--- src/rtl/seg7_pkg.sv ---
// ---------------------------------------------------------------------------
// seg7_pkg
// Shared constants and types for the multiplexed 7-segment scan display.
//   - SEG_0..SEG_9, SEG_DASH, SEG_OFF : active-high glyphs, bit order
//                                       {dp,g,f,e,d,c,b,a}; dp is always 0 here
//   - POS_*                          : display position of each digit
//   - DP_BIT                         : bit index of the decimal point
//   - snapshot_t                     : one frame's worth of latched digits
//   - digit_enable()                 : active-low one-hot digit enable
// ---------------------------------------------------------------------------
package seg7_pkg;

  localparam logic [7:0] SEG_0    = 8'h3F;
  localparam logic [7:0] SEG_1    = 8'h06;
  localparam logic [7:0] SEG_2    = 8'h5B;
  localparam logic [7:0] SEG_3    = 8'h4F;
  localparam logic [7:0] SEG_4    = 8'h66;
  localparam logic [7:0] SEG_5    = 8'h6D;
  localparam logic [7:0] SEG_6    = 8'h7D;
  localparam logic [7:0] SEG_7    = 8'h07;
  localparam logic [7:0] SEG_8    = 8'h7F;
  localparam logic [7:0] SEG_9    = 8'h6F;
  localparam logic [7:0] SEG_DASH = 8'h40;
  localparam logic [7:0] SEG_OFF  = 8'h00;

  localparam logic [2:0] POS_WEEK  = 3'd7;
  localparam logic [2:0] POS_BLANK = 3'd6;
  localparam logic [2:0] POS_HOURH = 3'd5;
  localparam logic [2:0] POS_HOURL = 3'd4;
  localparam logic [2:0] POS_MINH  = 3'd3;
  localparam logic [2:0] POS_MINL  = 3'd2;
  localparam logic [2:0] POS_SECH  = 3'd1;
  localparam logic [2:0] POS_SECL  = 3'd0;

  localparam int DP_BIT = 7;

  // Digits as latched at a frame boundary; the display never reads the
  // live timekeeper digits directly.
  typedef struct packed {
    logic [3:0] week;
    logic [3:0] hour_h;
    logic [3:0] hour_l;
    logic [3:0] min_h;
    logic [3:0] min_l;
    logic [3:0] sec_h;
    logic [3:0] sec_l;
  } snapshot_t;

  // Active-low enable for a single display position.
  function automatic logic [7:0] digit_enable(input logic [2:0] idx);
    return ~(8'h01 << idx);
  endfunction

endpackage

--- src/rtl/seg7_scan_display_if.sv ---
// ---------------------------------------------------------------------------
// seg7_scan_display_if
// Bundles the timekeeper digits, the adjust-mode levels and the display
// drive lines.
//   master : timekeeper side  - drives digits/adjust, observes Seg/Dig
//   slave  : display side     - reads digits/adjust, drives Seg/Dig
// Signals:
//   SecL..HourH [3:0] BCD time digits, Week [3:0] 1..7
//   AdjtWeek/AdjtHour/AdjtMin  adjust-mode levels (blink selection)
//   Seg [7:0] {dp,g,f,e,d,c,b,a} active-low, Dig [7:0] active-low enables
// ---------------------------------------------------------------------------
interface seg7_scan_display_if;

  logic [3:0] SecL;
  logic [3:0] SecH;
  logic [3:0] MinL;
  logic [3:0] MinH;
  logic [3:0] HourL;
  logic [3:0] HourH;
  logic [3:0] Week;
  logic       AdjtWeek;
  logic       AdjtHour;
  logic       AdjtMin;
  logic [7:0] Seg;
  logic [7:0] Dig;

  modport master (
    output SecL, SecH, MinL, MinH, HourL, HourH, Week,
    output AdjtWeek, AdjtHour, AdjtMin,
    input  Seg, Dig
  );

  modport slave (
    input  SecL, SecH, MinL, MinH, HourL, HourH, Week,
    input  AdjtWeek, AdjtHour, AdjtMin,
    output Seg, Dig
  );

endinterface

--- src/rtl/seg7_scan_display_bcd_to_seg7.sv ---
// ---------------------------------------------------------------------------
// bcd_to_seg7
// Combinational BCD to 7-segment decoder, active-high {g,f,e,d,c,b,a}.
//   bcd [3:0] : digit value
//   seg [6:0] : glyph; values above 9 show a dash
// ---------------------------------------------------------------------------
module bcd_to_seg7
  import seg7_pkg::*;
(
  input  logic [3:0] bcd,
  output logic [6:0] seg
);

  always_comb begin
    seg = SEG_DASH[6:0];
    case (bcd)
      4'd0: seg = SEG_0[6:0];
      4'd1: seg = SEG_1[6:0];
      4'd2: seg = SEG_2[6:0];
      4'd3: seg = SEG_3[6:0];
      4'd4: seg = SEG_4[6:0];
      4'd5: seg = SEG_5[6:0];
      4'd6: seg = SEG_6[6:0];
      4'd7: seg = SEG_7[6:0];
      4'd8: seg = SEG_8[6:0];
      4'd9: seg = SEG_9[6:0];
      default: seg = SEG_DASH[6:0];
    endcase
  end

endmodule

--- src/rtl/seg7_scan_display.sv ---
// ---------------------------------------------------------------------------
// seg7_scan_display
// 8-digit multiplexed common-anode 7-segment driver for the timekeeper.
// One digit is lit at a time; every digit switch is preceded by a short
// all-off window to avoid ghosting. The inputs are latched once per frame
// so a frame never mixes old and new values, and the digit group being
// adjusted blinks at roughly 2 Hz.
// Parameters:
//   SCAN_DIV     CLK cycles per digit slot
//   BLANK_CYC    all-off cycles after each digit switch (1 .. SCAN_DIV-1)
//   BLINK_FRAMES full frames per blink half-period
// Ports:
//   CLK   system clock
//   RSTn  asynchronous active-low reset
//   bus   slave side of seg7_scan_display_if (digits in, Seg/Dig out)
// ---------------------------------------------------------------------------
module seg7_scan_display
  import seg7_pkg::*;
#(
  parameter int SCAN_DIV     = 50000,
  parameter int BLANK_CYC    = 16,
  parameter int BLINK_FRAMES = 31
) (
  input  logic                CLK,
  input  logic                RSTn,
  seg7_scan_display_if.slave  bus
);

  localparam int PRE_W   = (SCAN_DIV > 2) ? $clog2(SCAN_DIV) : 1;
  localparam int BLANK_W = $clog2(BLANK_CYC + 1);
  localparam int FRAME_W = (BLINK_FRAMES > 2) ? $clog2(BLINK_FRAMES) : 1;

  localparam logic [PRE_W-1:0]   PRE_MAX    = PRE_W'(SCAN_DIV - 1);
  localparam logic [BLANK_W-1:0] BLANK_INIT = BLANK_W'(BLANK_CYC);
  localparam logic [BLANK_W-1:0] BLANK_ONE  = BLANK_W'(1);
  localparam logic [FRAME_W-1:0] FRAME_MAX  = FRAME_W'(BLINK_FRAMES - 1);

  logic [PRE_W-1:0]   pre_cnt;
  logic [2:0]         index;
  logic [BLANK_W-1:0] blank_cnt;
  logic [FRAME_W-1:0] frame_cnt;
  logic               blink_phase;
  snapshot_t          snap;
  logic [7:0]         seg_q;
  logic [7:0]         dig_q;

  logic               tick;
  logic               wrap;

  logic [3:0]         digit_sel;
  logic               week_sel;
  logic               blank_pos;
  logic               dp_on;
  logic               blink_mask;
  logic [3:0]         dec_in;
  logic [6:0]         dec_out;
  logic [7:0]         glyph;
  logic [7:0]         seg_next;

  assign tick = (pre_cnt == PRE_MAX);
  assign wrap = tick && (index == POS_WEEK);

  // Slot timing. Dig is registered and looks one cycle ahead at the blank
  // counter, so the digit lights on the same edge the counter reaches zero;
  // with BLANK_CYC=1 that means it is lit from the first cycle after a
  // switch-off cycle, giving SCAN_DIV-BLANK_CYC lit cycles per slot.
  always_ff @(posedge CLK or negedge RSTn) begin
    if (!RSTn) begin
      pre_cnt   <= '0;
      index     <= 3'd0;
      blank_cnt <= BLANK_INIT;
      dig_q     <= 8'hFF;
    end else if (tick) begin
      pre_cnt   <= '0;
      index     <= index + 3'd1;
      blank_cnt <= BLANK_INIT;
      dig_q     <= 8'hFF;
    end else begin
      pre_cnt <= pre_cnt + 1'b1;
      if (blank_cnt > BLANK_ONE) begin
        blank_cnt <= blank_cnt - 1'b1;
        dig_q     <= 8'hFF;
      end else begin
        blank_cnt <= '0;
        dig_q     <= digit_enable(index);
      end
    end
  end

  // Latch all digits as the scan wraps from position 7 back to 0, so each
  // frame is drawn from one consistent set of values.
  always_ff @(posedge CLK or negedge RSTn) begin
    if (!RSTn) begin
      snap        <= '0;
      snap.week   <= 4'd1;
    end else if (wrap) begin
      snap.week   <= bus.Week;
      snap.hour_h <= bus.HourH;
      snap.hour_l <= bus.HourL;
      snap.min_h  <= bus.MinH;
      snap.min_l  <= bus.MinL;
      snap.sec_h  <= bus.SecH;
      snap.sec_l  <= bus.SecL;
    end
  end

  // Blink timebase counted in whole frames, so a blink edge never lands
  // in the middle of a frame.
  always_ff @(posedge CLK or negedge RSTn) begin
    if (!RSTn) begin
      frame_cnt   <= '0;
      blink_phase <= 1'b0;
    end else if (wrap) begin
      if (frame_cnt == FRAME_MAX) begin
        frame_cnt   <= '0;
        blink_phase <= ~blink_phase;
      end else begin
        frame_cnt <= frame_cnt + 1'b1;
      end
    end
  end

  // Select what the current position shows. The adjust levels are used
  // live rather than from the snapshot so entering adjust mode reacts at
  // once; the colon dots on positions 4 and 2 follow the seconds parity.
  always_comb begin
    digit_sel  = 4'd0;
    week_sel   = 1'b0;
    blank_pos  = 1'b0;
    dp_on      = 1'b0;
    blink_mask = 1'b0;
    case (index)
      POS_WEEK: begin
        digit_sel  = snap.week;
        week_sel   = 1'b1;
        blink_mask = bus.AdjtWeek;
      end
      POS_BLANK: begin
        blank_pos = 1'b1;
      end
      POS_HOURH: begin
        digit_sel  = snap.hour_h;
        blink_mask = bus.AdjtHour;
      end
      POS_HOURL: begin
        digit_sel  = snap.hour_l;
        blink_mask = bus.AdjtHour;
        dp_on      = ~snap.sec_l[0];
      end
      POS_MINH: begin
        digit_sel  = snap.min_h;
        blink_mask = bus.AdjtMin;
      end
      POS_MINL: begin
        digit_sel  = snap.min_l;
        blink_mask = bus.AdjtMin;
        dp_on      = ~snap.sec_l[0];
      end
      POS_SECH: begin
        digit_sel = snap.sec_h;
      end
      POS_SECL: begin
        digit_sel = snap.sec_l;
      end
      default: begin
        blank_pos = 1'b1;
      end
    endcase
  end

  // Week values 0, 8 and 9 are valid BCD but not valid weekdays; steer
  // them to a code the decoder renders as a dash.
  always_comb begin
    dec_in = digit_sel;
    if (week_sel && ((digit_sel == 4'd0) || (digit_sel > 4'd7))) begin
      dec_in = 4'hF;
    end
  end

  bcd_to_seg7 u_dec (
    .bcd (dec_in),
    .seg (dec_out)
  );

  // Blinking removes only the glyph; the dp stays so the colon keeps
  // ticking while minutes or hours are being adjusted.
  always_comb begin
    glyph = {1'b0, dec_out};
    if (blank_pos || (blink_phase && blink_mask)) begin
      glyph = SEG_OFF;
    end
    glyph[DP_BIT] = dp_on;
    seg_next = ~glyph;
  end

  // Segment register trails the index by one cycle; the blanking window
  // guarantees it has settled before the matching Dig bit turns on.
  always_ff @(posedge CLK or negedge RSTn) begin
    if (!RSTn) begin
      seg_q <= 8'hFF;
    end else begin
      seg_q <= seg_next;
    end
  end

  assign bus.Seg = seg_q;
  assign bus.Dig = dig_q;

endmodule

--- src/flat_wrapper.sv ---
// flat-port wrapper written by rule: the top's interface ports become plain ports
module seg7_scan_display_flat import seg7_pkg::*;
#(
  parameter int SCAN_DIV     = 50000,
  parameter int BLANK_CYC    = 16,
  parameter int BLINK_FRAMES = 31
)
  (CLK, RSTn, bus_SecL, bus_SecH, bus_MinL, bus_MinH, bus_HourL, bus_HourH, bus_Week, bus_AdjtWeek, bus_AdjtHour, bus_AdjtMin, bus_Seg, bus_Dig);
  seg7_scan_display_if bus_i ();
  input  logic CLK;
  input  logic RSTn;
  input wire logic [$bits(bus_i.SecL)-1:0] bus_SecL;
  input wire logic [$bits(bus_i.SecH)-1:0] bus_SecH;
  input wire logic [$bits(bus_i.MinL)-1:0] bus_MinL;
  input wire logic [$bits(bus_i.MinH)-1:0] bus_MinH;
  input wire logic [$bits(bus_i.HourL)-1:0] bus_HourL;
  input wire logic [$bits(bus_i.HourH)-1:0] bus_HourH;
  input wire logic [$bits(bus_i.Week)-1:0] bus_Week;
  input wire logic [$bits(bus_i.AdjtWeek)-1:0] bus_AdjtWeek;
  input wire logic [$bits(bus_i.AdjtHour)-1:0] bus_AdjtHour;
  input wire logic [$bits(bus_i.AdjtMin)-1:0] bus_AdjtMin;
  output wire logic [$bits(bus_i.Seg)-1:0] bus_Seg;
  output wire logic [$bits(bus_i.Dig)-1:0] bus_Dig;
  assign bus_i.SecL = bus_SecL;
  assign bus_i.SecH = bus_SecH;
  assign bus_i.MinL = bus_MinL;
  assign bus_i.MinH = bus_MinH;
  assign bus_i.HourL = bus_HourL;
  assign bus_i.HourH = bus_HourH;
  assign bus_i.Week = bus_Week;
  assign bus_i.AdjtWeek = bus_AdjtWeek;
  assign bus_i.AdjtHour = bus_AdjtHour;
  assign bus_i.AdjtMin = bus_AdjtMin;
  assign bus_Seg = bus_i.Seg;
  assign bus_Dig = bus_i.Dig;
  seg7_scan_display #(.SCAN_DIV(SCAN_DIV), .BLANK_CYC(BLANK_CYC), .BLINK_FRAMES(BLINK_FRAMES)) u_core (.CLK(CLK), .RSTn(RSTn), .bus(bus_i));
endmodule
--- config.mk ---
export PLATFORM = sky130hd
export DESIGN_NAME = seg7_scan_display_flat
export DESIGN_NICKNAME = d
export VERILOG_FILES = /design/src/rtl/seg7_pkg.sv /design/src/rtl/seg7_scan_display_if.sv /design/src/rtl/seg7_scan_display_bcd_to_seg7.sv /design/src/rtl/seg7_scan_display.sv /design/src/flat_wrapper.sv
export SDC_FILE = /design/constraint.sdc
export NUM_CORES = 1
export LEC_CHECK = 0
export CORE_UTILIZATION = 59
export CTS_CLUSTER_DIAMETER = 150
export DETAILED_ROUTE_END_ITERATION = 7
export PLACE_DENSITY_LB_ADDON = 0.08
export SYNTH_ARGS = -nofsm -noshare
export SYNTH_HDL_FRONTEND = slang
export SYNTH_SLANG_ARGS = --single-unit
--- constraint.sdc ---
create_clock -name CLK -period 6.55 [get_ports CLK]
set_input_delay 0.655 -clock CLK [delete_from_list [all_inputs] [get_ports CLK]]
set_output_delay 0.655 -clock CLK [all_outputs]
set_load 0.01 [all_outputs]
### Word-level counts from Yosys, hierarchy flattened

Memories as Yosys holds them, arrays and structs flattened.
Cells that the tools add are included.

* register bits after elaboration: 74
* bits in read-only memories: 112
* output and inout bits: 16
* word-level logic and storage cells: 59
* memories kept: 1

Memories
* (name not given): words 16, width 7, rd ports 1, clocked after Yosys merged registers in 0, write ports 0, line seg7_scan_display_bcd_to_seg7.sv:16 `case (bcd)`

* add/subtract/negate cells: 4
* $lt $le $gt $ge: 2
* eq/ne operators: 9
* shift-type cells: 1
* mux-type cells: 13
* bitwise operators: 4
* reduce and logical (&&, ||, !) cells: 11

Operators with widths (count)
* $pmux W4 S7: 1
* $add A16 B1 Y16 const B: 1
* $eq A16 B16 Y1 const B: 1
* $mux W16: 1
* $mux W8: 2
* $not A8 Y8: 2
* $mux W5: 3
* $eq A3 B3 Y1 const B: 4
* $shl A1 B3 Y8 const A: 1
* $mux W7: 1
* $eq A3 B2 Y1 const B: 2
* $reduce_or A2 Y1: 3
* $add A5 B1 Y5 const B: 1
* $eq A5 B5 Y1 const B: 1
* $gt A5 B1 Y1 const B: 1
* $sub A5 B1 Y5 const B: 1
* $gt A4 B3 Y1 const B: 1
* $logic_not A4 Y1: 1
* $mux W4: 1
* $add A3 B1 Y3 const B: 1
* $eq A3 B1 Y1 const B: 1
* $logic_and A1 B1 Y1: 3
* $logic_not A3 Y1: 1
* $mux W1: 3
* other kinds (4): 6

### Logic depth before layout (Yosys ltp)

An unclocked memory read counts as a cell.

* word-level depth: 9
* mapped depth: 12
* mapped depth without buffers: 10

### By module

Synthesis repeated with hierarchy kept, for this count alone.

* cells, all modules: 305
* area total of the unflattened synthesis: 3583.4 um^2

By module, submodules not included
* seg7_scan_display: instances 1, cells each 276, area an instance 3350.7 um^2, seq. area each 1874.3 um^2
* bcd_to_seg7: instances 1, cells each 29, area an instance 232.7 um^2, seq. area each 0.0 um^2

### Worst setup path before layout

OpenSTA, ideal clock, no wires.

* kind: register to register
* start point: register u_core.index[2]
* end point: register u_core.seg_q[3], in the netlist u_core.bus.Seg[3]
* data arrival time: 2.653 ns
* required time: 6.456 ns
* setup slack: 3.803 ns
* stages on the path, launching flop included: 12
* buffers on the path: 2
* cells stage by stage: dfrtp_1 buf_6 inv_1 ha_1 nor4_4 o21ba_2 buf_2 o21ai_0 a21oi_1 ha_1 and3_1 o311ai_2

* cells in the longest elaborated chain, start to end: 9

Ends and longest elaborated chain
* start: declaration: line seg7_scan_display.sv:39 `logic [2:0] index;`
* start signal: assignment: line seg7_scan_display.sv:75 `index <= index + 3'd1;`
* $eq A3 B1 Y1 (tied with other cells): line seg7_scan_display.sv:132 `case (index)`
* $pmux W4 S7: line seg7_scan_display.sv:132
* $gt A4 B3 Y1 / $logic_not A4 Y1 (equally long branches): line seg7_scan_display.sv:175 `if (week_sel && ((digit_sel == 4'd0) || (digit_sel > 4'd7))) begin`
* $logic_or A1 B1 Y1: line seg7_scan_display.sv:175
* $logic_and A1 B1 Y1: line seg7_scan_display.sv:175
* $mux W4: line seg7_scan_display.sv:175
* $mem_v2 Z16 W7
* $mux W7 (*): line seg7_scan_display.sv:189 `if (blank_pos || (blink_phase && blink_mask)) begin`
* $not A8 Y8 (*): line seg7_scan_display.sv:193 `seg_next = ~glyph;`
* net u_core.seg_next[3]: line seg7_scan_display.sv:58 `logic [7:0] seg_next;`
* end signal: assignment: line seg7_scan_display.sv:202 `seg_q <= seg_next;`
* end: declaration: line seg7_scan_display.sv:44 `logic [7:0] seg_q;`

The timed path passes the listed nets; every way through them passes the cells marked *.
A chain may end at the register's enable or synchronous reset.

### Final worst setup path

Same ends and word-level chain as after synthesis.

==> results.py <==
metrics = {
    "sta": {
        "rsz0062_at_grt": "false",
        "finalSetupTns_ps": 0,
        "finalHoldViolCount": 0,
        "slew_headroom": 0.290,
        "tightestPinTransition_ps": 1070,
        "skew_ps": 14.7,
        "finalCriticalPeriod_ps": 3540,
        "max_freq_ghz": 0.282,
        "slew_viol_final": 0,
        "setup_viol": 0,
        "finalCritPeriodShare": 0.541,
    },
    "grt": {
        "antenna_found_initial": 0,
        "grtUsageTotal": 0.261,
        "grt_pass1_wl_um": 12700,
        "grt_max_degree": 75,
        "grt_pass1_vias": 2732,
        "grt_overflow": 0,
    },
    "placement": {
        "port_buffers": 48,
        "dp.cells": 478,
        "dp_hpwl_um": 5150,
        "gp_congestion": 0.873,
    },
    "critical_path": {
        "reg2reg_depth": 8,
        "r2r_end": "u_core.bus.Seg[3]$_DFF_PN1_",
        "cp_top_family": "compound AO/OA/AOI/OAI gates",
        "critical_path.max_fanout": 19,
        "crit_required_ps": 6790,
        "crit_path_start_kind": "flip-flop",
        "slowest_stage": "ha_1",
        "path_cells": "ha_1 > a222oi_1 > a21oi_1 > o21ai_0 > a21oi_1 > ha_1 > and3_1 > o311ai_2",
        "critPathArrivalTime_ps": 3790,
        "max_stage_delay_ps": 710,
        "path_class": "flip-flop to flip-flop",
        "cp_num_buf_inv": 0,
        "cp-end-kind": "flip-flop",
        "rr_startpoint": "u_core.index[2]$_DFFE_PN0N_",
        "reg2reg_slack_ps": 3010,
    },
    "yosys": {
        "syn_inst": 366,
        "synthArstFlopShare": 1.00,
        "synth_edf_count": 0,
        "synth_area_leaders": "dfrtp_1 (39%), dfstp_2 (13%), nand2_1 (11%), ha_1 (5.9%), nor2_1 (2.6%)",
        "synth-main-ff-cell": "dfrtp_1",
        "ys_ff_latch": 74,
        "syn-cell-area_um2": 3590,
        "synth_top_cell_by_area": "dfrtp_1",
        "synthesis.yosys.warnings": 0,
        "ys_types": 50,
        "avgSynthCellArea_um2": 9.82,
        "synthesis.nets": 416,
        "synth_top_area_share": 0.390,
        "yosysSeqAreaShare": 0.522,
    },
    "detailed_routing": {
        "ant_nets": 0,
        "wl_um": 7510,
        "viasPerCell": 5.61,
        "wl_per_cell_um": 15.2,
        "drt-initial-drc-count": 189,
        "drc": 0,
        "vias": 2773,
        "dr.pass1.iters": 4,
    },
    "cells_and_area": {
        "fill_cells": 438,
        "final_nets": 464,
        "layout.cells.non_filler": 494,
        "drive_above_1_share": 0.119,
        "areaGrowthSynthToFinish_pct": 19.6,
        "n_antenna_cell": 0,
    },
    "clock_tree": {
        "cts_tree": "yes",
        "clockBufferDepth": 2,
        "cts.reportedPaths.clkPinSlew_ps": 80,
        "worstSkewPairLatency_ps": 350,
        "cts_sinks": 74,
        "root_buffer": "clkbuf_8",
        "cts_hold_buf": 0,
        "cts_htree_levels": 3,
        "cts_made_buffers": 9,
        "ctsResizeCount": 0,
        "post_cts_buffers": 0,
    },
    "die": {
        "die-area_um2": 6410,
        "die_h_um": 80.0,
        "start_util": 0.611,
        "io_pins": 49,
        "core_um2": 5890,
        "row_count": 28,
        "chipWidth_um": 80.0,
    },
    "pwr": {
        "power.leakage_nw": 1.87,
        "p_clk_frac": 0.423,
        "power_per_cell_area_nw_per_um2": 196,
        "vdd_drop_max_mv": 0.168,
        "comb_power_share": 0.033,
        "swShare": 0.216,
        "p_sw_mw": 0.182,
        "p_int_mw": 0.659,
        "seqPwrFrac": 0.544,
    },
    "worst_hold_path": {
        "min_path_type": "flip-flop to flip-flop",
        "min_path_cells": 2,
        "holdPathEnd": "u_core.snap[24]$_DFFE_PN1P_",
        "holdCritStartpoint": "u_core.snap[24]$_DFFE_PN1P_",
    },
    "status": {
        "status": "finished, final reports clean",
    },
    "run": {
        "maxCapViolCount": 0,
    },
}
worst min-delay path: cells and delay by family (launching register included):
| kind | cells | cell delay [ps] |
|---|---|---|
| flops | 1 | 370 |
| simple gates | 2 | 100 |
power groups by stage:
stage	Sequential (mW)	Clock (mW)	Combinational, mW
floorplan	0.466	0	0.000203
global placement	0.466	0	0.0283
detailed placement	0.466	0	0.0285
CTS	0.457	0.359	0.0287
global route	0.457	0.383	0.0311
finish	0.457	0.356	0.0278
cell type report:
| cell class | instances | area [um2] | area share |
|---|---|---|---|
| Multi-Input combinational cell | 271 | 1610 | 0.375 |
| Tap cell | 75 | 93.8 | 0.0218 |
| Timing Repair Buffer | 50 | 490 | 0.114 |
| Clock inverter | 5 | 55.1 | 0.0128 |
| Inverter | 8 | 30.0 | 0.00698 |
| Clock buffer | 11 | 141 | 0.0329 |
| Sequential cell | 74 | 1870 | 0.436 |
registers in the layout (all words and copies together), names as in the netlist:
name                flops
u_core.index            3
u_core.bus.Seg          8
u_core.blink_phase      1
u_core.pre_cnt         16
u_core.bus.Dig          8
u_core.snap            28
u_core.blank_cnt        5
u_core.frame_cnt        5
synth_stat cells, types with 2 or more instances:
cell         n
nand2_1    108
dfrtp_1     56
nor2_1      25
dfstp_2     18
ha_1        17
nand3_1     15
o21ai_0     12
buf_2        9
xor2_1       9
inv_1        8
nor3_1       8
xnor2_1      8
a21oi_1      6
a21o_1       5
a222oi_1     4
and3_1       4
nor2b_1      4
and2_1       3
mux2_2       3
nand4_1      3
o31ai_1      3
a22o_1       2
a22oi_1      2
a31o_2       2
a31oi_1      2
buf_6        2
o2111ai_1    2
o21bai_1     2
o22ai_1      2
o311ai_2     2
through the flow:
stage | instance area, um2 | hold WS, ps | utilization | total power, mW | setup slack, ps
after global placement | 4100 | 451 | 0.697 | 0.494 | 3430
final | 4300 | 463 | 0.730 | 0.841 | 3010
after CTS | 4300 | 462 | 0.730 | 0.845 | 3120
after global routing | 4300 | 485 | 0.730 | 0.872 | 2790
after detailed placement | 4100 | 450 | 0.697 | 0.494 | 3130
after floorplan | 3590 | 359 | - | 0.466 | 3800
kinds of logic (layout without fill, tap and decap cells):
family,Yosys count,in the layout,share of synthesized area
AOI/OAI and AO/OA,55,55,0.117
xor gates and xnor gates,17,17,0.0414
adders and majority gates,17,17,0.0592
buffers and inverters,21,74,0.0292
DFF,74,74,0.522
muxes,4,4,0.0122
and+or+nand+nor,178,178,0.219
layout by cell type, fill, tap and decap left out, types with 3 or more instances in the layout:
master	n
and2_1	3
nor2_1	25
and3_1	4
o21ai_0	12
nand2_1	108
nor2b_1	4
xnor2_1	8
clkbuf_8	10
ha_1	17
nor3_1	8
dfrtp_1	56
mux2_2	3
dfstp_2	18
inv_1	8
o31ai_1	3
nand4_1	3
xor2_1	9
a222oi_1	4
nand3_1	15
clkdlybuf4s50_1	47
a21o_1	5
a21oi_1	6
per-layer routing:
layer,GRT usage,up-vias,wire length [um],part of all wire
li1,-,1347,-,-
met1,0.359,1338,3520,0.47
met2,0.409,77,3530,0.47
met3,0.0423,11,350,0.047
met4,0.114,0,112,0.015
met5,0,-,0,0
worst max-delay path by stage:
stage | slack, ps | endpoint | start | depth (start not counted)
after floorplan | 3800 | u_core.bus.Seg[3]$_DFF_PN1_ | u_core.index[2]$_DFFE_PN0N_ | 11
after global placement | 3430 | u_core.bus.Seg[3]$_DFF_PN1_ | u_core.index[2]$_DFFE_PN0N_ | 8
after detailed placement | 3130 | u_core.bus.Seg[3]$_DFF_PN1_ | u_core.index[2]$_DFFE_PN0N_ | 8
after CTS | 3120 | u_core.bus.Seg[3]$_DFF_PN1_ | u_core.index[2]$_DFFE_PN0N_ | 8
after global routing | 2790 | u_core.bus.Seg[3]$_DFF_PN1_ | u_core.index[2]$_DFFE_PN0N_ | 8
final | 3010 | u_core.bus.Seg[3]$_DFF_PN1_ | u_core.index[2]$_DFFE_PN0N_ | 8
Note: power is estimated with default switching activity, not from simulation.
==> RTL edit 1: new RTL, same settings <==
`BLINK_FRAMES` is set to 31 in 2 places; all go to 62.
--- a/src/rtl/seg7_scan_display.sv
+++ b/src/rtl/seg7_scan_display.sv
@@ -21,3 +21,3 @@
   parameter int BLANK_CYC    = 16,
-  parameter int BLINK_FRAMES = 31
+  parameter int BLINK_FRAMES = 62
 ) (
--- a/src/flat_wrapper.sv
+++ b/src/flat_wrapper.sv
@@ -5,3 +5,3 @@
   parameter int BLANK_CYC    = 16,
-  parameter int BLINK_FRAMES = 31
+  parameter int BLINK_FRAMES = 62
 )
Function: same outputs for any inputs over 10 cycles, from zero or initial values and one cycle with RSTn low; that may be too few to reach the edited logic, so the function may still have changed.
==> RTL edit 1 against the original RTL <==
Sequential cell count increased by 1; area after synthesis increased by 1.4%; combinational power about the same; maximum frequency increased by 5.8%; critical path depth increased by 1; count of clock-buffer cells in the layout increased by 1; cell area increased by 1.5%; wire length decreased by 0.99%; worst hold slack improved by 0.011 ns; total power increased by 4.5%; setup slack improved by 0.20 ns.
==> RTL edit 1: results (changes against the original RTL) <==
Yosys
  – Netlist cell types: 56 (+12%)
  – Top cells by count, synth: nand2_1 (107), dfrtp_1 (57), nor2_1 (26), dfstp_2 (18)
  – Syn nets: 425 (+2.2%)
  – Top cells by area, synth: dfrtp_1 (39%), dfstp_2 (13%), nand2_1 (11%)
  – Seq/Total Area, Yosys: 52.1% (about the same)

Drt
  – Routed wl met3: 295 microns (-16%)
  – Met1 WL: 3410 microns (-3.1%)
  – Met2 wire length: 3620 microns (+2.5%)
  – DRT iter0 DRCs: 184 (-2.6%)
  – Vias/cell: 5.64 (+0.50%)
  – Total wire length: 7440 microns (-0.99%)
  – DR pass1 iterations: 5 (+1)

STA
  – Fin Hold WS: 0.474 ns (+0.0108 ns)
  – Layout Skew: 0.0183 ns (+0.00361 ns)
  – Slew Limit Headroom: 28.6% (-0.35 points)
  – Period utilization: 51.1% (-3.0 points)

Worst setup path
  – Worst R2R Path Depth: 9 (+1)

Place
  – HPWL after detailed placement: 5150 microns (about the same)
  – Pre-CTS setup slack: 3.29 ns (+0.163 ns)
  – Gpl congestion: 0.881 (+0.88%)

Outcome
  – Status: finished clean

Hold path
  – Hold EP: u_core.snap[13]$_DFFE_PN0P_
  – Hold Path Origin: u_core.snap[13]$_DFFE_PN0P_

GRT
  – First-pass GRT wire length: 13000 microns (+2.3%)
  – GRT Overall Usage: 26.5% (+0.35 points)

Finish
  – Share of cells above drive strength 1: 11.2% (-0.69 points)
  – Nets@finish: 469 (+1.1%)
  – Fillers: 445 (+1.6%)

Power and ir drop
  – Leakage Power: 0.00189 uW (+0.96%)
RTL edit 1: changes by cell type after synthesis, sizes merged, moves of 5 or more:
cell	unedited run	this run
clkbuf	1	9
a22oi	2	7
o221ai	0	6
nand3	15	9
RTL edit 1: power breakdown:
| group | switching, uW | total [uW] | internal (uW) |
|---|---|---|---|
| logic | 11.0 | 27.7 | 16.7 |
| registers | 0 | 463 | 463 |
| clock network | 162 | 388 | 225 |
| total | 173 | 879 | 705 |
RTL edit 1: cell type report:
cell class | count | area [sq um] | share of cell area, %
clock buffer | 12 | 145 | 3.33
clock inverter | 4 | 73.8 | 1.69
inverter | 11 | 41.3 | 0.946
multi-input combinational | 275 | 1620 | 37.1
sequential | 75 | 1900 | 43.5
tap | 75 | 93.8 | 2.15
timing repair buffer | 50 | 490 | 11.2
RTL edit 1: metal layers:
layer | track usage (%) | up-vias
li1 | - | 1362
met1 | 36.0 | 1380
met2 | 41.9 | 80
met3 | 5.45 | 10
met4 | 9.29 | 0
met5 | 0 | -
RTL edit 1: cell families after synthesis:
logic type      share of synthesized area [%]
compound gates                           11.7
xor+xnor                                 4.09
fa+ha+maj                                4.81
buf+inv                                  3.37
flops                                    52.1
mux                                      1.85
simple gates                             22.1
RTL edit 1: critical path: stages, from the launching register on:
cell and delay (ns):
dfrtp_1 0.62, ha_1 0.55, a22o_1 0.31, a221oi_2 0.21, or4b_4 0.55, o21ai_2 0.19
a21oi_1 0.14, ha_1 0.26, mux2_2 0.26, o221ai_1 0.17
RTL edit 1: metrics by stage:
stage	cells	power, uW
detailed placement	486	500
finish	502	879
global route	502	911
global placement	486	500
CTS	502	885
floorplan	378	472
==> RTL edit 2: new RTL, same settings <==
Made on the original files. One comparison of `frame_cnt` changes from == to >=.
--- a/src/rtl/seg7_scan_display.sv
+++ b/src/rtl/seg7_scan_display.sv
@@ -113,3 +113,3 @@
     end else if (wrap) begin
-      if (frame_cnt == FRAME_MAX) begin
+      if (frame_cnt >= FRAME_MAX) begin
         frame_cnt   <= '0;
Function: same outputs for any inputs over 10 cycles, from zero or initial values and one cycle with RSTn low; that may be too few to reach the edited logic, so the function may still have changed.
==> RTL edit 2 against the original RTL <==
Sequential cell count stayed put; count of clock-buffer cells in the layout stayed put; total power is 0.12% lower; area after synthesis is 0.10% higher; first-iteration DRC count is 27% lower; cell area hardly changed; wire length is 1.8% lower; non-clock buffer count is 1 higher; clock skew is 0.0063 ns lower; critical path type unchanged; final cell count is 0.40% lower; setup slack worse by 0.13 ns; via count is 2.2% lower; worst hold slack better by 0.013 ns.
==> RTL edit 2: results (changes against the original RTL) <==
Clocking
  – Post-CTS setup buffer count: 0 (unchanged)
  – CTS root buf: clkbuf_8
  – Clk buf depth: 2 (unchanged)
  – CTS tree: done
  – CTS resizes: 0 (unchanged)
  – Skew-Pair Late Insertion Delay: 0.35 ns (about the same)

GRT
  – GRT Overall Usage: 26.0% (-0.16 points)
  – Largest net degree at the start of global routing: 75 (unchanged)
  – Vias in the first global route: 2710 (-0.81%)
  – First-pass GRT wire length: 12500 microns (-1.3%)

Yosys
  – Adder-cell share of the synthesized area: 4.87% (-1.0 points)
  – Netlist cell types: 52 (+4.0%)
  – Synth Area in Compound Gates: 10.7% (-0.99 points)
  – Post-Synth XOR/XNOR Area: 4.83% (+0.69 points)
  – Syn nets: 414 (-0.48%)
  – Top cells by area, synth: dfrtp_1 (39%), dfstp_2 (13%), nand2_1 (11%)
  – Seq/Total Area, Yosys: 52.1% (-0.054 points)
  – Top cells by count, synth: nand2_1 (106), dfrtp_1 (56), nor2_1 (23), dfstp_2 (18), ha_1 (14)
  – Post-synthesis register bit count: 74 (unchanged)
  – Multiplexer share of the synthesized area: 2.71% (+1.5 points)

Worst setup path
  – Crit path DAT: 3.92 ns (+0.13 ns)
  – Crit-path max cell delay: 0.80 ns (+0.09 ns)
  – Worst R2R Path Depth: 11 (+3)
  – Crit path capture: u_core.bus.Seg[6]$_DFF_PN1_
  – Worst reg-to-reg setup slack: 2.88 ns (-0.13 ns)
  – Crit path max-delay cell type: dfrtp_1
  – Worst-path fanout max: 20 (+1)

Finish
  – Inverters: 7 (-1)
  – Final clock-cell share: 4.54% (-0.026 points)
  – Buffers excl. clock: 51 (+2.0%)
  – Nets@finish: 459 (-1.1%)
  – Multi-input comb cells: 269 (-0.74%)
  – Seq area share: 43.6% (about the same)
  – Fraction of area in multi-input gates: 37.4% (-0.095 points)
  – Share of cells above drive strength 1: 11.0% (-0.90 points)
  – Fillers: 451 (+3.0%)
  – Buffering overhead: 11.6% (+0.18 points)

Place
  – Gpl congestion: 0.869 (-0.42%)
  – HPWL after detailed placement: 5110 microns (-0.82%)

Power and ir drop
  – Overall Power: 840 uW (-0.12%)
  – Leakage Power: 0.00192 uW (+2.5%)
  – Peak VDD IR: 144 uV (-14%)

Drt
  – Total wire length: 7370 microns (-1.8%)
  – Vias/cell: 5.51 (-1.8%)
  – DRT iter0 DRCs: 138 (-27%)

STA
  – Layout Skew: 0.00842 ns (-0.00626 ns)
  – Slew at the pin closest to its max-slew limit: 0.971 ns (-0.0939 ns)

Outcome
  – Status: finished clean

Hold path
  – Hold EP: u_core.snap[24]$_DFFE_PN1P_
[RTL edit 2: stage by stage]
stage          instance area, sq um  instances  hold slack [ns]  setup WS [ns]
2_1_floorplan                  3600        367            0.359           3.57
3_3_place_gp                   4100        476            0.452           3.00
3_5_place_dp                   4100        476            0.459           2.93
4_1_cts                        4300        492            0.479           2.91
5_1_grt                        4300        492            0.504           2.49
6_report                       4300        492            0.476           2.88
[RTL edit 2: layer usage]
| layer | track usage (%) | part of all wire, % | up-vias | wire, microns |
|---|---|---|---|---|
| li1 | - | - | 1327 | - |
| met1 | 32.7 | 44 | 1303 | 3270 |
| met2 | 43.1 | 50 | 66 | 3660 |
| met3 | 4.20 | 3.8 | 16 | 278 |
| met4 | 13.8 | 2.4 | 0 | 174 |
| met5 | 0 | 0 | - | 0 |
[RTL edit 2: power breakdown]
group / switching (uW) / internal [uW]
registers: 0 / 457
clock network: 169 / 185
logic: 11.3 / 16.8
total: 181 / 659
